### src/rtl/pulse_edge_scheduler.sv
// Pulse-train scheduler: after a start it emits cfg_count pulses as one-cycle rising/falling
// edge strobes with a programmable delay, width and period. Every output is a flop.
module pulse_edge_scheduler #(
    parameter int CNT_W = 16,
    parameter int NUM_W = 8
) (
    input  logic             clk,
    input  logic             rst,
    input  logic             start,
    input  logic             abort,
    input  logic [CNT_W-1:0] cfg_delay,
    input  logic [CNT_W-1:0] cfg_width,
    input  logic [CNT_W-1:0] cfg_period,
    input  logic [NUM_W-1:0] cfg_count,
    output logic             rising_edge,
    output logic             falling_edge,
    output logic             pulse_active,
    output logic             busy,
    output logic             done,
    output logic             cfg_err,
    output logic [NUM_W-1:0] pulse_idx
);

    typedef enum logic [2:0] {IDLE, DELAY, HIGH, LOW, FIN} state_t;

    state_t           state, state_nxt;
    logic [CNT_W-1:0] cnt, cnt_nxt;
    logic [CNT_W-1:0] width_q, period_q;
    logic [NUM_W-1:0] count_q, idx_nxt, idx_inc;
    logic             latch, cfg_ok;
    logic             rise_nxt, fall_nxt, done_nxt, err_nxt;

    assign cfg_ok  = (cfg_count != '0) && (cfg_width != '0) && (cfg_period > cfg_width);
    assign idx_inc = (pulse_idx == count_q) ? pulse_idx : pulse_idx + NUM_W'(1);

    // cnt counts down the remaining delay in DELAY; in HIGH/LOW it is the
    // number of cycles since the last rising edge, so it never exceeds period-1.
    always_comb begin
        state_nxt = state;
        cnt_nxt   = cnt;
        idx_nxt   = pulse_idx;
        latch     = 1'b0;
        rise_nxt  = 1'b0;
        fall_nxt  = 1'b0;
        done_nxt  = 1'b0;
        err_nxt   = 1'b0;
        case (state)
            IDLE: begin
                if (start && !abort) begin
                    if (!cfg_ok) begin
                        err_nxt = 1'b1;
                    end else begin
                        latch = 1'b1;
                        if (cfg_delay == '0) begin
                            state_nxt = HIGH;
                            rise_nxt  = 1'b1;
                            idx_nxt   = NUM_W'(1);
                            cnt_nxt   = '0;
                        end else begin
                            state_nxt = DELAY;
                            idx_nxt   = '0;
                            cnt_nxt   = cfg_delay;
                        end
                    end
                end
            end
            DELAY: begin
                if (abort) begin
                    state_nxt = IDLE;
                end else if (cnt == CNT_W'(1)) begin
                    state_nxt = HIGH;
                    rise_nxt  = 1'b1;
                    idx_nxt   = idx_inc;
                    cnt_nxt   = '0;
                end else begin
                    cnt_nxt = cnt - CNT_W'(1);
                end
            end
            HIGH: begin
                // An abort closes the open pulse; a coincident scheduled fall merges into it.
                if (abort) begin
                    state_nxt = IDLE;
                    fall_nxt  = 1'b1;
                end else begin
                    cnt_nxt = cnt + CNT_W'(1);
                    if (cnt == width_q - CNT_W'(1)) begin
                        fall_nxt  = 1'b1;
                        state_nxt = (pulse_idx == count_q) ? FIN : LOW;
                    end
                end
            end
            LOW: begin
                if (abort) begin
                    state_nxt = IDLE;
                end else if (cnt == period_q - CNT_W'(1)) begin
                    state_nxt = HIGH;
                    rise_nxt  = 1'b1;
                    idx_nxt   = idx_inc;
                    cnt_nxt   = '0;
                end else begin
                    cnt_nxt = cnt + CNT_W'(1);
                end
            end
            FIN: begin
                state_nxt = IDLE;
                done_nxt  = 1'b1;
            end
            default: state_nxt = IDLE;
        endcase
    end

    always_ff @(posedge clk or posedge rst) begin
        if (rst) begin
            state        <= IDLE;
            cnt          <= '0;
            width_q      <= '0;
            period_q     <= '0;
            count_q      <= '0;
            rising_edge  <= 1'b0;
            falling_edge <= 1'b0;
            pulse_active <= 1'b0;
            busy         <= 1'b0;
            done         <= 1'b0;
            cfg_err      <= 1'b0;
            pulse_idx    <= '0;
        end else begin
            state        <= state_nxt;
            cnt          <= cnt_nxt;
            rising_edge  <= rise_nxt;
            falling_edge <= fall_nxt;
            pulse_active <= (state_nxt == HIGH);
            busy         <= (state_nxt != IDLE);
            done         <= done_nxt;
            cfg_err      <= err_nxt;
            pulse_idx    <= idx_nxt;
            if (latch) begin
                width_q  <= cfg_width;
                period_q <= cfg_period;
                count_q  <= cfg_count;
            end
        end
    end

endmodule

### config.mk
export PLATFORM = sky130hd
export DESIGN_NAME = pulse_edge_scheduler
export DESIGN_NICKNAME = d
export VERILOG_FILES = /design/src/rtl/pulse_edge_scheduler.sv
export SDC_FILE = /design/constraint.sdc
export NUM_CORES = 1
export LEC_CHECK = 0
export ABC_AREA = 1
export CAP_MARGIN = 30
export CORE_AREA = 5 5 112 114
export CTS_CLUSTER_DIAMETER = 120
export DETAILED_ROUTE_END_ITERATION = 6
export DIE_AREA = 0 0 117 119
export PLACE_DENSITY = 0.78
export SKIP_LAST_GASP = 1
export SLEW_MARGIN = 5
export SYNTH_ARGS = -nofsm -noshare
export SYNTH_HDL_FRONTEND = slang
export SYNTH_SLANG_ARGS = --single-unit
### constraint.sdc
create_clock -name clk -period 3 [get_ports clk]
set_input_delay 0.6 -clock clk [delete_from_list [all_inputs] [get_ports clk]]
set_output_delay 0.6 -clock clk [all_outputs]
set_load 0.02 [all_outputs]
Word-level counts from Yosys, hierarchy flattened
Cells that the tools add are included.

Add/sub/neg operators: 5. Magnitude comparators: 1. Eq/ne operators: 16. Muxes and demuxes: 47. Reductions and logical operators: 13.

Operators by type and width (number): 16-bit two-way mux (8); 16-bit one-hot mux with 4 select lines (1); 8-bit two-way mux (7); 16-bit by 1-bit subtractor with 16-bit output (second input constant) (3); 16-bit == test (2); 3-bit two-way mux (9); 8-bit one-hot mux with 3 select lines (1); 1-bit two-way mux (18); 16-bit by 1-bit adder with 16-bit output (second input constant) (1); 16-bit by 1-bit == test with 1-bit output (second input constant) (1); 16-bit greater-than comparator (1); 16-bit logical NOT (1); 16-bit nonzero test (1); 2-bit inequality test (second input constant) (7); 3-bit one-hot mux with 4 select lines (1); 3-bit by 2-bit == test with 1-bit output (second input constant) (3); 8-bit by 1-bit adder with 8-bit output (second input constant) (1); 8-bit == test (1); 8-bit nonzero test (1); 7-bit AND reduction (1); 6-bit AND reduction (1); 3-bit nonzero test (2); 4-bit nonzero test (1); 3-bit by 1-bit == test with 1-bit output (second input constant) (1); other kinds (6) (8).

Flip-flop bits (word level): 73. Output and inout bits: 14. Logic and storage cells: 94.

Logic depth before layout (Yosys ltp)
Word-level depth: 7. Depth in mapped cells: 20.

Least setup slack after synthesis
Ideal clock, no wire load.

Path kind: input-to-reg. Start point: input cfg_width[1]. End point: register period_q[1]. Setup time: 0.078 ns. Data arrival time: 2.194 ns. Setup slack: 0.728 ns. Cell stages on the path: 13. Buffers on the path: 1. Cells stage by stage: inv_1 ha_1 inv_1 nor2_1 o21ai_0 a21boi_0 o21ai_0 nand2_1 and2_1 nand2_1 clkbuf_1 nor2_1 a21oi_1.

Cells in the longest elaborated chain, start to end: 6.

Ends and longest elaborated chain: start, declared (line 12) `input logic [CNT_W-1:0] cfg_width,`; branches (longest 2 deep; another with 16-bit greater-than comparator); 1-bit logical AND * (line 33) `assign cfg_ok = (cfg_count != '0) && (cfg_width != '0) && (cfg_period > cfg_width);`; 1-bit two-way mux * (line 50) `if (!cfg_ok) begin`; 1-bit two-way mux * (line 49) `if (start && !abort) begin`; 1-bit two-way mux * (line 47) `case (state)`; end signal, assigned (line 138) `period_q <= cfg_period;`; end, declared (line 28) `logic [CNT_W-1:0] width_q, period_q;`.

Every way passes the cells marked *. A chain may end at the register's enable or synchronous reset.

Final worst setup path
Start point: input cfg_width[7]. End point: register cnt[15].

Cells in the longest elaborated chain, start to end: 5.

Ends and longest elaborated chain: branches (longest 2 deep; another with 16-bit greater-than comparator); 1-bit logical AND * (line 33); 2-bit inequality test (no source line) *; 6-bit AND reduction (no source line) *; end signal, assigned (line 128) `cnt <= cnt_nxt;`; end, declared (line 27) `logic [CNT_W-1:0] cnt, cnt_nxt;`.

Marked as above.

==> qor.csv <==
stage;metric;value;unit
status;status;finished, final reports clean;
final_layout;FF/Latch Area;1830;um^2
clock_network;CTS sink cnt;73;
clock_network;Post-CTS Setup Inserts;0;
route;DRC Markers;0;
final_layout;Final #Nets;1099;
route;initial DRC count;462;
placed_design;DP HPWL;13.1;mm
yosys;synthesized instance count;944;
placed_design;IO Port Bufs;73;
route;drt pass-1 iters;5;
final_layout;layout cells sized above 1;0.0656;
clock_network;total CTS buffers;9;
route;routed len/inst;14.6;um
route;Antenna Nets Post-Route;0;
timing;Final Max Slew Viols;0;
clock_network;clk slew on worst S/H paths;0.06;ns
timing;endpoints failing setup;0;
timing;Hold Vio Cnt, Final;0;
clock_network;H-tree depth;3;
route;vias per std cell;5.36;
final_layout;fin util;0.643;
yosys;register area share after synthesis;0.298;
worst_setup_path;Critical Path Fanout Max;15;
yosys;syn nets;1026;
placed_design;gpl congestion;0.926;
yosys;ys async rst share;1.00;
clock_network;root buf cell;clkbuf_16;
final_layout;# fillers;1061;
worst_setup_path;CP Launch Type;input port;
yosys;Primary FF master, synth;dfrtp_1;
timing;relative slew slack;0.611;
yosys;cell area after synthesis;6130;um^2
placed_design;placed instance count;1149;
worst_setup_path;Worst setup EP type;flop;
timing;Fmax achieved;0.364;GHz
floorplanning;Row Count;39;
yosys;count leader, synth;nand2_1;
yosys;main area contributors after synthesis;dfrtp_1, nand2_1, nand3_1, inv_1, nor2_1;
yosys;Yosys warnings;0;
global_routing;initial antenna violation count;0;
timing;Tcrit/Tclk final;0.916;
clock_network;CTS tree;yes;
timing;RSZ-0062 raised after global routing;no;
floorplanning;Die X;117;um
global_routing;largest net degree at the start of global routing;64;
floorplanning;I/O pins;74;
final_layout;multi-input logic area;3710;um^2
route;via count;6249;
pwr;PwrDens;613;nW/um^2
worst_setup_path;critical path type;in2reg;
floorplanning;total core area;11300;um^2
final_layout;fin cells;1165;
yosys;share of the synthesized area in the top cell type;0.298;
yosys;Yosys cell types;36;
final_layout;area growth from synthesis to layout;18.9;%
worst_setup_path;WP data arrival;3.03;ns
clock_network;Clk Latency, worst-skew pair;0.36;ns
yosys;largest area contributor in the netlist;dfrtp_1;
yosys;synthesized flop and latch total;73;
global_routing;remaining global-route overflow;0;
global_routing;first-pass GRT wire length;27.9;mm
final_layout;ant diodes;0;
pwr;leakage;0.00365;uW
floorplanning;DIE AREA;13900;um^2
floorplanning;Die H;119;um
floorplanning;Initial Util;0.541;
yosys;Commonest cells post-synth;nand2_1, inv_1, nor2_1;
worst_hold_path;worst hold path class;reg2reg;
global_routing;vias in the first global route;5885;
clock_network;maximum clock path buffer count;2;
timing;Least-Margin Pin Slew;0.577;ns
yosys;number of synthesized flops with an enable pin;0;
yosys;syn_area_per_cell;6.49;um^2
route;DRT Wirelength;17.0;mm
job;number of max-cap violations;0;
global_routing;overall global routing resource usage;0.253;
worst_setup_path;critical path required time;3.29;ns
pwr;peak supply drop;0.000359;V
timing;Worst Skew;0.0119;ns
timing;min cycle time layout;2.75;ns
[stage by stage]
| stage | power (uW) | hold WS (ns) | setup WS, ns | area (um^2) | setup TNS (ns) |
|---|---|---|---|---|---|
| floorplan | 2930 | 0.456 | 0.547 | 6130 | 0 |
| global placement | 3400 | 0.476 | -0.0564 | 7020 | -0.805 |
| detailed placement | 3440 | 0.482 | -0.0949 | 7020 | -1.38 |
| CTS | 4460 | 0.497 | 0.204 | 7280 | 0 |
| global route | 4810 | 0.530 | 0.00722 | 7280 | 0 |
| finish | 4470 | 0.495 | 0.252 | 7280 | 0 |
[cell usage in the layout, fill, tap and decap left out, drive strengths merged, types with 3 or more instances in the layout]
cell type	n
nand2	319
nor2	112
inv	109
nand3	100
dfrtp	73
clkdlybuf4s50	73
xor2	37
o21ai	32
ha	22
a21oi	19
xnor2	19
buf	19
nand4	16
nor4	15
nor3	15
clkbuf	11
nand3b	9
or2	6
and2	3
o211ai	3
clkinv	3
[worst max-delay path, stage by stage]
cell and delay, ns:
clkdlybuf4s50_1 0.47, inv_1 0.05, ha_1 0.29, nand2_1 0.07
nor2_1 0.14, a21boi_0 0.24, o21ai_0 0.11, nand2_1 0.11
nand3b_1 0.10, nand2_1 0.12, nand3_1 0.10, inv_1 0.43
nand2_1 0.10, nand2_1 0.09
[final cells by class]
class,count,area share
clock inverter,5,0.00429
inverter,108,0.0557
tap,143,0.0246
clock buffer,11,0.0319
timing repair buffer,92,0.123
multi-input combinational,733,0.509
sequential,73,0.251
[registers in the layout, indices dropped and copies added, names as in the netlist]
| name | cells |
|---|---|
| cnt | 16 |
| period_q | 16 |
| width_q | 16 |
| count_q | 8 |
| pulse_idx | 8 |
| state | 3 |
| busy | 1 |
| cfg_err | 1 |
| done | 1 |
| falling_edge | 1 |
| pulse_active | 1 |
| rising_edge | 1 |
[layer usage]
layer  GRT usage  wire length [um]  up-vias
li1            -                 -     3149
met1       0.346              7590     2839
met2       0.399              7750      221
met3      0.0370              1150       40
met4       0.105               473        0
met5           0                 0        -
[cell families (layout without fill, tap and decap cells)]
| family | Yosys count | in the layout | share of synthesized area |
|---|---|---|---|
| flops | 73 | 73 | 0.298 |
| buf+inv | 138 | 216 | 0.0968 |
| fa+ha+maj | 22 | 22 | 0.0449 |
| simple gates | 597 | 597 | 0.430 |
| xor+xnor | 56 | 56 | 0.0800 |
| compound gates | 58 | 58 | 0.0500 |
[final timing paths]
| path | slack, ns | to | start | depth (start not counted) |
|---|---|---|---|---|
| max | 0.25 | cnt[15] | cfg_width[7] | 14 |
| min | 0.49 | count_q[4] | count_q[4] | 2 |
| max reg2reg | 0.32 | cnt[15] | period_q[0] | 17 |
| min reg2reg | 0.49 | count_q[4] | count_q[4] | 2 |
| max in group asynchronous | 1.69 | width_q[7] | rst | 3 |
| min in group asynchronous | 0.62 | state[2] | rst | 2 |
[report_power, final]
group / internal [uW] / total, uW / switching [uW]
clock: 559 / 1000 / 442
combinational: 763 / 1930 / 1170
sequential: 1200 / 1540 / 336
[repair_timing]
action / 4_1_cts / 5_1_grt
hold buffers: 0 / 0
gates resized for setup: 0 / 1
setup endpoints to repair: 0 / 8
Note: power is estimated with default switching activity, not from simulation.
